$ cat src/rtl/fsm_serial_pkg.sv
// Shared types and helpers for the bit-serial arithmetic engine.
package fsm_serial_pkg;

  // Operation selected per word; encodings match the in_mode port.
  typedef enum logic [1:0] {
    PASS = 2'b00,
    NEG  = 2'b01,
    INC  = 2'b10,
    DEC  = 2'b11
  } mode_e;

  // Control FSM states.
  typedef enum logic [1:0] {
    IDLE = 2'b00,
    RUN  = 2'b01,
    DONE = 2'b10
  } state_e;

  // Bit-counter width for a given word width (WIDTH is at least 2).
  function automatic int cnt_width(input int w);
    return (w > 32'sd1) ? $clog2(w) : 32'sd1;
  endfunction

  // Initial carry/borrow/seen-one bit for each mode.
  function automatic logic st_preset(input mode_e m);
    case (m)
      PASS:    return 1'b0;
      NEG:     return 1'b0;
      INC:     return 1'b1;
      DEC:     return 1'b1;
      default: return 1'b0;
    endcase
  endfunction

endpackage

$ cat src/rtl/fsm_serial_engine_cell.sv
// Per-bit Mealy logic: given the current operand bit and state bit,
// produce the result bit, the next state bit and the wrap flag.
module serial_bit_cell
  import fsm_serial_pkg::*;
(
  input  mode_e mode,
  input  logic  st,
  input  logic  b,
  input  logic  last,
  output logic  out_bit,
  output logic  st_next,
  output logic  ovf
);

  // Mode-dependent output bit, next state bit and final-bit overflow.
  always_comb begin
    out_bit = b;
    st_next = st;
    ovf     = 1'b0;
    case (mode)
      PASS: begin
        out_bit = b;
        st_next = st;
        ovf     = 1'b0;
      end
      NEG: begin
        // Copy bits up to and including the first one, invert after it.
        out_bit = b ^ st;
        st_next = st | b;
        ovf     = last & b & ~st;
      end
      INC: begin
        out_bit = b ^ st;
        st_next = b & st;
        ovf     = last & b & st;
      end
      DEC: begin
        out_bit = b ^ st;
        st_next = st & ~b;
        ovf     = last & st & ~b;
      end
      default: begin
        out_bit = b;
        st_next = st;
        ovf     = 1'b0;
      end
    endcase
  end

endmodule

$ cat src/rtl/fsm_serial_engine.sv
// Bit-serial pass/negate/increment/decrement engine with valid/ready
// handshakes on both sides; one operand bit is processed per clock, LSB first.
module fsm_serial_engine
  import fsm_serial_pkg::*;
#(
  parameter int WIDTH = 8
) (
  input  logic             clk,
  input  logic             rst_n,
  input  logic             in_valid,
  output logic             in_ready,
  input  logic [WIDTH-1:0] in_data,
  input  logic [1:0]       in_mode,
  output logic             out_valid,
  input  logic             out_ready,
  output logic [WIDTH-1:0] out_data,
  output logic             out_ovf,
  output logic             busy
);

  localparam int CW = cnt_width(WIDTH);

  state_e           state_r;
  state_e           state_nxt_s;
  logic [CW-1:0]    cnt_r;
  logic [WIDTH-1:0] sreg_r;
  logic [WIDTH-1:0] res_r;
  mode_e            mode_r;
  logic             st_r;
  logic             ovf_r;
  logic             last_s;
  logic             accept_s;
  logic             cell_out_s;
  logic             cell_st_s;
  logic             cell_ovf_s;

  assign accept_s = (state_r == IDLE) && in_valid;
  assign last_s   = (cnt_r == CW'(WIDTH - 1));

  serial_bit_cell u_cell (
    .mode    (mode_r),
    .st      (st_r),
    .b       (sreg_r[0]),
    .last    (last_s),
    .out_bit (cell_out_s),
    .st_next (cell_st_s),
    .ovf     (cell_ovf_s)
  );

  // Next-state decode for the IDLE -> RUN -> DONE sequence.
  always_comb begin
    state_nxt_s = state_r;
    case (state_r)
      IDLE: begin
        if (in_valid) state_nxt_s = RUN;
        else          state_nxt_s = IDLE;
      end
      RUN: begin
        if (last_s) state_nxt_s = DONE;
        else        state_nxt_s = RUN;
      end
      DONE: begin
        if (out_ready) state_nxt_s = IDLE;
        else           state_nxt_s = DONE;
      end
      default: state_nxt_s = IDLE;
    endcase
  end

  // Control state register.
  always_ff @(posedge clk or negedge rst_n) begin
    if (!rst_n) state_r <= IDLE;
    else        state_r <= state_nxt_s;
  end

  // Operand capture, serial shifting, counter and result/flag registers.
  always_ff @(posedge clk or negedge rst_n) begin
    if (!rst_n) begin
      cnt_r  <= '0;
      sreg_r <= '0;
      res_r  <= '0;
      mode_r <= PASS;
      st_r   <= 1'b0;
      ovf_r  <= 1'b0;
    end else begin
      case (state_r)
        IDLE: begin
          if (accept_s) begin
            sreg_r <= in_data;
            mode_r <= mode_e'(in_mode);
            cnt_r  <= '0;
            st_r   <= st_preset(mode_e'(in_mode));
            ovf_r  <= 1'b0;
          end else begin
            sreg_r <= sreg_r;
          end
        end
        RUN: begin
          // Result bits enter at the MSB so the word is aligned after WIDTH shifts.
          sreg_r <= {1'b0, sreg_r[WIDTH-1:1]};
          res_r  <= {cell_out_s, res_r[WIDTH-1:1]};
          st_r   <= cell_st_s;
          ovf_r  <= cell_ovf_s;
          if (!last_s) cnt_r <= cnt_r + CW'(1);
          else         cnt_r <= cnt_r;
        end
        DONE: begin
          res_r <= res_r;
          ovf_r <= ovf_r;
        end
        default: begin
          cnt_r <= '0;
        end
      endcase
    end
  end

  assign in_ready  = (state_r == IDLE);
  assign out_valid = (state_r == DONE);
  assign busy      = (state_r != IDLE);
  assign out_data  = res_r;
  assign out_ovf   = ovf_r;

endmodule

$ cat config.mk
export PLATFORM = sky130hd
export DESIGN_NAME = fsm_serial_engine
export DESIGN_NICKNAME = d
export VERILOG_FILES = /design/src/rtl/fsm_serial_pkg.sv /design/src/rtl/fsm_serial_engine_cell.sv /design/src/rtl/fsm_serial_engine.sv
export SDC_FILE = /design/constraint.sdc
export NUM_CORES = 1
export LEC_CHECK = 0
export BUFFER_PORTS_ARGS = -buffer_cell sky130_fd_sc_hd__clkbuf_2
export CAP_MARGIN = 5
export CELL_PAD_IN_SITES_DETAIL_PLACEMENT = 0
export CELL_PAD_IN_SITES_GLOBAL_PLACEMENT = 2
export CORE_ASPECT_RATIO = 1.5
export CORE_MARGIN = 2
export CORE_UTILIZATION = 38
export DETAILED_ROUTE_END_ITERATION = 16
export PLACE_DENSITY_LB_ADDON = 0.2
export REMOVE_ABC_BUFFERS = 1
export SLEW_MARGIN = 20
export SYNTH_ARGS = -nofsm -noshare
export SYNTH_HDL_FRONTEND = slang
export SYNTH_HIERARCHICAL = 1
export SYNTH_SLANG_ARGS = --single-unit
$ cat constraint.sdc
create_clock -name clk -period 3.5 [get_ports clk]
set_input_delay 0 -clock clk [delete_from_list [all_inputs] [get_ports clk]]
set_output_delay 0 -clock clk [all_outputs]
set_load 0.01 [all_outputs]
# [Word-level counts from Yosys, hierarchy flattened]
# Index checks and enable logic that the tools add are counted.
[totals] register_bits=25 in_bits=14 out_inout_bits=12
[classes] addsub=1 n_eq_ne=12 mux=17 n_bitwise=12 reduce_logical=13
[ops] operator="$pmux W8 S2" n=1
[ops] operator="$eq A2 B2 Y1 const B" n=5
[ops] operator="$pmux W3 S3" n=1
[ops] operator="$mux W8" n=1
[ops] operator="$pmux W1 S2" n=4
[ops] operator="$and A1 B1 Y1" n=7
[ops] operator="$eq A2 B1 Y1 const B" n=3
[ops] operator="$logic_not A2 Y1" n=3
[ops] operator="$mux W3" n=2
[ops] operator="$pmux W2 S3" n=1
[ops] operator="$reduce_and A3 Y1" n=2
[ops] operator="$mux W2" n=2
[ops] operator="$ne A2 B2 Y1 const B" n=2
[ops] operator="$pmux W1 S4" n=1
[ops] operator="$reduce_and A2 Y1" n=2
[ops] operator="$reduce_bool A2 Y1" n=2
[ops] operator="$reduce_or A2 Y1" n=2
[ops] operator="$add A3 B1 Y3 const B" n=1
[ops] operator="$eq A3 B3 Y1 const B" n=1
[ops] operator="$mux W1" n=3
[ops] operator="$not A1 Y1" n=3
[ops] operator="$pmux W1 S3" n=1
[ops] operator="$reduce_or A3 Y1" n=1
[ops] operator="$ne A2 B1 Y1 const B" n=1
[ops] operator="other kinds (3)" n=3

# [Depth between registers and ports, before layout]
[logic_depth] depth_word=5 ltp_mapped=7 ltp_nobuf=7

# [Modules after synthesis]
# Netlist, hierarchy kept.
[modules_own_cells] module="fsm_serial_engine" n_inst=1 cells_each=95 area_each_um2=1226.2
[modules_own_cells] module="serial_bit_cell" n_inst=1 cells_each=21 area_each_um2=151.4

# [Least setup slack after synthesis]
# Ideal clock, no wire load.
[synth_path] kind="register -> register" startpoint="register mode_r[0]" endpoint="register st_r" setup_time_ns=0.111 arrival_ns=1.283 t_required_ns=3.389 slack_ns=2.106 stages_incl_launch_ff=8 path_buffers=0 cell_sequence="dfrtp_1 > inv_1 > ha_1 > nand2_1 > o211ai_1 > a22o_1 > inv_1 > a222oi_1"
[synth_between] elab_chain_cells=3
[synth_rtl] item="from (decl)" line_no="fsm_serial_engine.sv:28" text="mode_e mode_r;"
[synth_rtl] item="from (signal assigned)" line_no="fsm_serial_engine.sv:90" text="mode_r <= mode_e'(in_mode);"
[synth_rtl] item="$eq A2 B2 Y1 / $eq A2 B1 Y1 (equally long branches)" line_no="fsm_serial_engine_cell.sv:20" text="case (mode)"
[synth_rtl] item="$pmux W1 S3 *" line_no="fsm_serial_engine_cell.sv:20"
[synth_rtl] item="net cell_st_s" line_no="fsm_serial_engine.sv:34" text="logic cell_st_s;"
[synth_rtl] item="$pmux W1 S2 *" line_no="fsm_serial_engine.sv:86" text="case (state_r)"
[synth_rtl] item="to (signal assigned)" line_no="fsm_serial_engine.sv:92" text="st_r <= st_preset(mode_e'(in_mode));"
[synth_rtl] item="to (signal assigned)" line_no="fsm_serial_engine.sv:102" text="st_r <= cell_st_s;"
[synth_rtl] item="to (decl)" line_no="fsm_serial_engine.sv:29" text="logic st_r;"
# The timed path passes the listed nets; every way through them passes the cells marked *.
# A chain may end at the register's enable or synchronous reset.

# [Worst setup path in the final report]
[layout_path] startpoint="register state_r[0]" endpoint="register res_r[3] (netlist: out_data[3])"
[layout_between] elab_chain_cells=1
[layout_rtl] item="from (decl)" line_no="fsm_serial_engine.sv:23" text="state_e state_r;"
[layout_rtl] item="from (signal assigned)" line_no="fsm_serial_engine.sv:73" text="else state_r <= state_nxt_s;"
[layout_rtl] item="$eq A2 B1 Y1" line_no="fsm_serial_engine.sv:86"
[layout_rtl] item="to (signal assigned)" line_no="fsm_serial_engine.sv:101" text="res_r <= {cell_out_s, res_r[WIDTH-1:1]};"
[layout_rtl] item="to (signal assigned)" line_no="fsm_serial_engine.sv:108" text="res_r <= res_r;"
[layout_rtl] item="to (decl)" line_no="fsm_serial_engine.sv:27" text="logic [WIDTH-1:0] res_r;"
# Every way passes these cells.

==> impl_metrics.tcl <==
set metrics [dict create \
    ios 26 \
    clock_latency_ps 260 \
    clk_pin_slew_ps 90 \
    worst_clock_skew_ps 7.59 \
    preCtsSetupSlack_ps 1930 \
    finalSetupViolCount 0 \
    io_buffers 25 \
    wl_microns 2520 \
    rsz0062_at_grt "no" \
    postCtsSetupBuffers 0 \
    ys_ff_latch 25 \
    grt_pass1_wl_microns 4270 \
    die_area_sq_mm 0.00413 \
    die_h_microns 77.7 \
    drv_slew 0 \
    grt_pass1_vias 999 \
    fmax_mhz 632 \
    powerDensity_mw_per_mm2 859 \
    crit_required_ps 3660 \
    ys_seq_area_share_pct 45.4 \
    gp_congestion 0.726 \
    worst-path-max-fanout 13 \
    nets 164 \
    grt_use_total_pct 13.6 \
    dpl.hpwl_microns 1810 \
    design_area_sq_mm 0.00158 \
    cts_tree "done" \
    placed_cell_area_sq_mm 0.00150 \
    finalSetupTns_ps 0 \
    core_sq_mm 0.00345 \
    layout_setup_ws_ps 1920 \
    antenna_cells 0 \
    multi_input_comb_area_sq_um 623 \
    seqCellArea_sq_um 626 \
    initial_utilization_pct 39.9 \
    p_total_mw 1.36 \
    drt-wirelength-per-cell_microns 13.7 \
    relSlewSlack_pct 60.0 \
    fin_crit_ps 1580 \
    hold_viol_final 0 \
    maxCapViolCount 0 \
    avgViaCountPerCell 5.07 \
    clk_path_buf_depth 2 \
    grt.overflow.total 0 \
    synth_area_per_cell_sq_um 11.9 \
    drc_errors 0 \
    antenna_found_initial 0 \
    fin_util_pct 45.8 \
    syn-instance-count 116 \
    cts.sinks 25 \
    grt_max_degree 26 \
    numCtsBuffers 3 \
    fillers 352 \
    end_kind "flip-flop" \
    row_count 26 \
    arrival_ps 1740 \
    die_w_microns 53.2 \
    synth_area_sq_mm 0.00138 \
    ys_warn_count 6 \
    cts_root_buf "clkbuf_8" \
    drive_gt1_share_pct 31.7 \
    drtIter0Drc 31 \
    ant_nets 0 \
    ir_worst_vdd_uv 409 \
    dr.pass1.iters 5 \
    start_kind "flip-flop" \
    hold_class "in -> reg" \
    worstSetupPathType "reg -> reg" \
    synth.distinct_cells 29 \
    status "completed" \
    p_leak_nw 0.790 \
    cts.htree.levels 1 \
    vias 932 \
    area_growth_pct 14.5 \
    worstMarginPinSlew_ps 601 \
    fin_crit_sh_pct 45.2 \
]
[Yosys cell counts, drive strengths merged]
cell type  number  area (sq um)
o21bai          1          18.8
nor2            2          15.0
a21oi           2          10.0
o211a           1          10.0
buf             6          53.8
dfrtp          25           626
a222oi          8          80.1
a22o            3          26.3
o311ai          1          8.76
mux2           11           150
xor2            1          8.76
nand2b          4          32.5
inv            20          75.1
nand4bb         1          11.3
nand2           3          11.3
mux2i           2          20.0
nand3           1          5.00
nor3b           1          12.5
nor3            1          5.00
o211ai          1          7.51
nor2b          11          76.3
ha              7          87.6
o32ai           3          26.3
[stage by stage]
stage          std cells  hold slack [ps]
6_report             184             23.6
3_5_place_dp         177             54.6
4_1_cts              184             15.1
3_3_place_gp         177             46.8
2_1_floorplan        110             -296
5_1_grt              184             35.9
[critical path, cell delays in order (launching register included)]
cell and delay, ps:
dfrtp_1 690, nor2b_4 410, mux2_2 370
[cell type report]
type	instances	share of cell area, %
sequential	25	39.7
multi-input combinational	65	39.5
timing repair buffer	28	9.83
inverter	20	4.76
tap	42	3.33
clock buffer	3	2.62
clock inverter	1	0.317
[path summary, 6_finish.rpt]
kind,endpoint,cells after the start,slack (ps),startpoint
setup / recovery,out_data[3]$_DFFE_PN0N_,2,1920,state_r[0]$_DFF_PN0_
hold / removal,state_r[1]$_DFF_PN0_,3,20,out_ready
setup reg to reg,out_data[3]$_DFFE_PN0N_,2,1920,state_r[0]$_DFF_PN0_
hold reg to reg,sreg_r[7]$_DFFE_PN0P_,2,510,sreg_r[7]$_DFFE_PN0P_
max in group asynchronous,mode_r[0]$_DFFE_PN0P_,2,2840,rst_n
min in group asynchronous,sreg_r[5]$_DFFE_PN0P_,2,270,rst_n
[per-layer routing]
layer	share of wire [%]	vias to the layer above	global-route usage (%)
li1	-	455	-
met1	45	450	15.8
met2	50	25	24.4
met3	4.1	2	1.92
met4	0.75	0	4.62
met5	0	-	0
[report_power, final]
| part | switching, mW | internal [mW] | leakage, nW |
|---|---|---|---|
| Sequential | 0.120 | 0.425 | 0.296 |
| Combinational | 0.294 | 0.352 | 0.468 |
| Clock | 0.0862 | 0.0794 | 0.0255 |
[sequential cells by signal, indices dropped and copies added, names as in the netlist]
| register | flops |
|---|---|
| st_r | 1 |
| sreg_r | 8 |
| cnt_r | 3 |
| out_ovf | 1 |
| state_r | 2 |
| out_data | 8 |
| mode_r | 2 |
[layout by cell type, fill, tap and decap left out, drive strengths merged]
cell	n
clkbuf	28
dfrtp	25
inv	20
nor2b	11
mux2	11
a222oi	8
ha	7
nand2b	4
a22o	3
o32ai	3
nand2	3
dlygate4sd3	3
a21oi	2
mux2i	2
nor2	2
nor3b	1
xor2	1
o21bai	1
nand4bb	1
o311ai	1
clkinv	1
o211ai	1
nor3	1
nand3	1
o211a	1
[logic make-up after synthesis]
| group | after synthesis | share of synthesized area, % |
|---|---|---|
| adders and majority gates | 7 | 6.36 |
| AOI/OAI and AO/OA | 20 | 13.6 |
| buffers and inverters | 26 | 9.35 |
| DFF | 25 | 45.4 |
| muxes | 13 | 12.4 |
| and+or+nand+nor | 24 | 12.3 |
| xor gates and xnor gates | 1 | 0.636 |
[what timing repair did]
| item | CTS | global route |
|---|---|---|
| hold buffers | 3 | 0 |
| endpoints found under the hold margin | 27 | 0 |
| resized for setup | 0 | 0 |
(Power assumes the default switching activity.)
